**src/rtl/mux_nx1_scan_pkg.sv**
```systemverilog
// Shared types and helpers for the scanning N:1 selector.
// State encoding and select-width helper.
package mux_nx1_scan_pkg;

  typedef enum logic [1:0] {
    IDLE   = 2'd0,
    MANUAL = 2'd1,
    SCAN   = 2'd2
  } state_t;

  function automatic int sel_width(input int n);
    return (n > 1) ? $clog2(n) : 1;
  endfunction

endpackage

```
**src/rtl/mux_nx1.sv**
```systemverilog
// Combinational W-bit N:1 selector.
// Indices at or above N select zero.
module mux_nx1 #(
  parameter int N  = 5,
  parameter int W  = 1,
  parameter int SW = 3
) (
  input  logic [N*W-1:0] in_data,
  input  logic [SW-1:0]  idx,
  output logic [W-1:0]   y
);

  // Pick the matching channel, zero when none matches.
  always_comb begin
    y = '0;
    for (int k = 0; k < N; k++) begin
      if (idx == SW'(k)) y = in_data[k*W +: W];
    end
  end

endmodule

```
**src/rtl/mux_nx1_scan.sv**
```systemverilog
// Registered N:1 selector with manual and round-robin scan modes.
// FSM, dwell counter, channel register and output registers.
module mux_nx1_scan
  import mux_nx1_scan_pkg::*;
#(
  parameter int N     = 5,
  parameter int W     = 1,
  parameter int DWELL = 4,
  parameter int SW    = sel_width(N)
) (
  input  logic           clk,
  input  logic           reset,
  input  logic [N*W-1:0] in_data,
  input  logic [SW-1:0]  sel,
  input  logic           mode,
  input  logic           hold,
  output logic [W-1:0]   out,
  output logic           out_valid,
  output logic [SW-1:0]  ch,
  output logic           err,
  output logic           wrap
);

  localparam logic [SW:0]   NUM  = (SW+1)'(N);
  localparam logic [SW-1:0] LAST = SW'(N-1);
  localparam logic [7:0]    DMAX = 8'(DWELL-1);

  state_t          state;
  state_t          state_n;
  logic [7:0]      cnt;
  logic [7:0]      cnt_n;
  logic [SW-1:0]   ch_n;
  logic [SW-1:0]   idx;
  logic [W-1:0]    y;
  logic            wrap_n;
  logic            sel_ok;

  assign sel_ok = {1'b0, sel} < NUM;

  // Next state, channel and dwell count; mode is sampled every edge.
  always_comb begin
    state_n = state;
    cnt_n   = cnt;
    ch_n    = ch;
    wrap_n  = 1'b0;
    if (!mode) begin
      state_n = MANUAL;
      cnt_n   = '0;
      if (sel_ok) ch_n = sel;
    end else begin
      state_n = SCAN;
      case (state)
        SCAN: begin
          if (!hold) begin
            if (cnt == DMAX) begin
              cnt_n  = '0;
              wrap_n = (ch == LAST);
              ch_n   = (ch == LAST) ? '0 : ch + SW'(1);
            end else begin
              cnt_n = cnt + 8'd1;
            end
          end
        end
        default: begin
          ch_n  = '0;
          cnt_n = '0;
        end
      endcase
    end
  end

  // Manual uses sel directly; the mux zeroes out-of-range picks.
  assign idx = mode ? ch_n : sel;

  mux_nx1 #(
    .N (N),
    .W (W),
    .SW(SW)
  ) u_mux (
    .in_data(in_data),
    .idx    (idx),
    .y      (y)
  );

  // State register.
  always_ff @(posedge clk) begin
    if (reset) state <= IDLE;
    else       state <= state_n;
  end

  // Counter, channel and output registers.
  always_ff @(posedge clk) begin
    if (reset) begin
      cnt       <= '0;
      ch        <= '0;
      out       <= '0;
      out_valid <= 1'b0;
      err       <= 1'b0;
      wrap      <= 1'b0;
    end else begin
      cnt       <= cnt_n;
      ch        <= ch_n;
      out       <= y;
      out_valid <= mode | sel_ok;
      err       <= ~mode & ~sel_ok;
      wrap      <= wrap_n;
    end
  end

endmodule

```
**config.mk**
```make
export PLATFORM = sky130hd
export DESIGN_NAME = mux_nx1_scan
export DESIGN_NICKNAME = d
export VERILOG_FILES = /design/src/rtl/mux_nx1_scan_pkg.sv /design/src/rtl/mux_nx1.sv /design/src/rtl/mux_nx1_scan.sv
export SDC_FILE = /design/constraint.sdc
export NUM_CORES = 1
export LEC_CHECK = 0
export BUFFER_PORTS_ARGS = -buffer_cell sky130_fd_sc_hd__buf_2
export CAP_MARGIN = 20
export CORE_ASPECT_RATIO = 0.9
export CORE_MARGIN = 2
export CORE_UTILIZATION = 47
export CTS_CLUSTER_DIAMETER = 120
export DETAILED_ROUTE_END_ITERATION = 7
export PLACE_DENSITY = 0.77
export SYNTH_ARGS = -nofsm -noshare
export SYNTH_HDL_FRONTEND = slang
export SYNTH_SLANG_ARGS = --single-unit
export TNS_END_PERCENT = 20
```
**constraint.sdc**
```tcl
create_clock -name clk -period 2.48 [get_ports clk]
set_clock_uncertainty 0.15 [all_clocks]
set_input_delay 0.744 -clock clk [delete_from_list [all_inputs] [get_ports clk]]
set_output_delay 0.744 -clock clk [all_outputs]
set_load 0.01 [all_outputs]
```
==> impl_metrics.py <==
metrics = {
    "detailed_routing": {
        "remaining_drc_errors": 0,
        "vias_per_cell": 5.35,
        "ant_nets": 0,
        "drt-total-wl_um": 1980,
        "detail_route.wl_per_cell_um": 12.6,
        "first_pass_iters": 4,
        "vias": 846,
        "drtIter0Drc": 10,
    },
    "synth": {
        "ys_ff_latch": 17,
        "synthCells": 105,
        "synth_nets": 120,
        "syn-cell-area_um2": 902,
        "ys_types": 37,
        "yosysWarnings": 0,
        "ys_seq_area_share_pct": 37.7,
        "syn_avg_cell_area_um2": 8.59,
    },
    "critical_path": {
        "cp-start-kind": "primary input",
        "worstReg2RegEnd": "out$_SDFF_PP0_",
        "worstPathArrival_ns": 2.51,
        "crit_path_max_fanout": 3,
        "path_class": "in -> reg",
        "cp-end-kind": "flop",
        "reg2reg_depth": 6,
        "r2r_slack_ns": 0.11,
        "rr_startpoint": "cnt[0]$_SDFFE_PP0N_",
        "cp_data_required_time_ns": 2.56,
    },
    "clock_tree": {
        "clk_pin_slew_worst_paths_ns": 0.09,
        "post-cts-setup-buffers": 0,
        "clock_path_buffers": 2,
        "htreeDepth": 1,
        "post_cts_resize_count": 0,
        "cts.sinks": 17,
        "cts_tree": "done",
        "clkLatencyLatePin_ns": 0.29,
        "cts_buffers": 3,
        "root_buffer": "clkbuf_4",
        "ctsHoldBuffers": 0,
    },
    "outcome": {
        "outcome": "finished, final reports clean",
    },
    "final_layout": {
        "layout_common_cells": "17 x buf_2, 16 x dfxtp_1, 13 x nor2_1",
        "mostFrequentLayoutCell": "buf_2",
        "fin_util_pct": 59.9,
        "postLayoutCellArea_um2": 1110,
        "syn2layout_area_growth_pct": 23.4,
        "nets": 149,
        "nFillCells": 172,
        "antenna_cells": 0,
        "drive_above_1_share_pct": 25.6,
    },
    "die": {
        "die_h_um": 45.6,
        "die-area_um2": 2290,
        "die_x_um": 50.2,
        "start_util_pct": 48.6,
        "num_rows": 15,
        "core_area_um2": 1860,
        "io_pins": 19,
    },
    "placement": {
        "io_buffer_count": 18,
        "placed_area_um2": 1080,
        "place_congestion": 0.902,
        "pre_cts_slack_ns": -0.276,
        "dp.final_hpwl_um": 1530,
    },
    "timing": {
        "maxSlewViolCount": 0,
        "hold_violations": 0,
        "slew_headroom_pct": 65.4,
        "finalCriticalPeriod_ns": 2.44,
        "rsz0062_at_grt": "true",
        "fmax_mhz": 410,
        "fin_crit_sh_pct": 98.2,
        "final-setup-viol-count": 0,
        "setup_ws_ns": 0.0438,
        "worst_pin_slew_ns": 0.514,
    },
    "global_route": {
        "grt_pass1_wl_um": 3150,
        "antenna_found_initial": 0,
        "grtUsageTotal_pct": 19.5,
        "grt_pass1_vias": 727,
        "grt_max_degree": 10,
        "overflow": 0,
    },
    "hold_path": {
        "hold_class": "reg -> reg",
        "whs_path_depth": 2,
        "min_to": "wrap$_SDFF_PP0_",
        "hp-start": "state[1]$_SDFF_PP0_",
    },
    "pwr": {
        "power_density_nw_per_um2": 445,
        "ir_drop_v": 0.000371,
        "p_leak_nw": 0.477,
    },
    "job": {
        "max_cap_viol_count": 0,
    },
}
[Yosys cell counts]
master     number  area [µm²]
a21oi_1         3        15.0
o2111ai_1       1        8.76
nor4_1          1        6.26
nor4b_1         2        17.5
and2_1          1        6.26
nor2_1         13        48.8
nand4_1         1        6.26
o311a_1         1        10.0
nand3_1         4        20.0
and3b_1         1        8.76
or3_1           2        12.5
o211a_1         1        10.0
o31a_1          1        8.76
mux2i_1         1        10.0
or4_1           1        7.51
o211ai_2        1        12.5
inv_1           4        15.0
a21bo_2         1        10.0
xnor2_1         2        17.5
a311oi_1        1        8.76
and4_1          1        8.76
o21ai_0         6        30.0
clkbuf_1        3        11.3
xor2_1          4        35.0
ha_1            3        37.5
nor3_1          5        25.0
or4b_4          1        13.8
nand2_1         6        22.5
o221ai_1        1        8.76
nand3b_1        1        7.51
a41o_1          1        10.0
nand2b_1        2        12.5
dfxtp_1        17         340
or3b_1          1        8.76
a2111o_1        1        11.3
nand4b_1        1        8.76
nor2b_1         8        50.1
[through the flow]
stage / std cells / setup TNS (ns) / hold slack, ns / total power [mW]
2_1_floorplan: 105 / -0.0989 / 0.305 / 0.326
3_3_place_gp: 154 / -0.286 / 0.348 / 0.352
3_5_place_dp: 154 / -0.335 / 0.354 / 0.355
4_1_cts: 158 / 0 / 0.371 / 0.503
5_1_grt: 158 / -0.0110 / 0.407 / 0.523
6_report: 158 / 0 / 0.368 / 0.495
[state kept, by name, indices dropped and copies added (netlist names)]
name	cells
err	1
ch	3
wrap	1
out_valid	1
state	2
out	1
cnt	8
[worst max path at each step]
stage,from,endpoint,slack [ns]
after detailed placement,hold,out$_SDFF_PP0_,-0.28
after global placement,hold,out$_SDFF_PP0_,-0.24
after global routing,hold,out$_SDFF_PP0_,-0.01
after CTS,hold,out$_SDFF_PP0_,0.04
after floorplan,hold,out$_SDFF_PP0_,-0.1
final,hold,out$_SDFF_PP0_,0.04
[kinds of logic after synthesis]
kind of cell    Yosys count  synth area share [%]
flops                    17                  37.7
xor+xnor                  6                  5.83
compound gates           19                  16.0
simple gates             52                  32.3
fa+ha+maj                 3                  4.16
mux                       1                  1.11
buf+inv                   7                  2.91
[metal layers]
| layer | vias up | GRT usage (%) | wire length, µm |
|---|---|---|---|
| met5 | - | 0 | 0 |
| met4 | 0 | 13.3 | 61 |
| met3 | 7 | 6.25 | 114 |
| met2 | 24 | 30.8 | 905 |
| met1 | 379 | 23.0 | 903 |
| li1 | 436 | - | - |
[critical path: stages]
cell,delay (ns)
buf_6,0.09
or4b_4,0.53
o311a_1,0.33
or3b_1,0.38
a2111o_1,0.38
o211ai_2,0.06
[cell type report]
type                            instances  area [µm²]  share of cell area, %
Inverter                                4        15.0                   1.35
Multi-Input combinational cell         81         536                   48.1
Timing Repair Buffer                   27         164                   14.7
Sequential cell                        17         342                   30.7
Clock buffer                            4        26.3                   2.36
Tap cell                               25        31.3                   2.81
[power by group]
| part | switching, mW | total, mW | internal [mW] |
|---|---|---|---|
| Sequential | 0.00517 | 0.285 | 0.280 |
| Clock | 0.0835 | 0.146 | 0.0627 |
| Combinational | 0.0326 | 0.0638 | 0.0312 |
(Power assumes the default switching activity.)
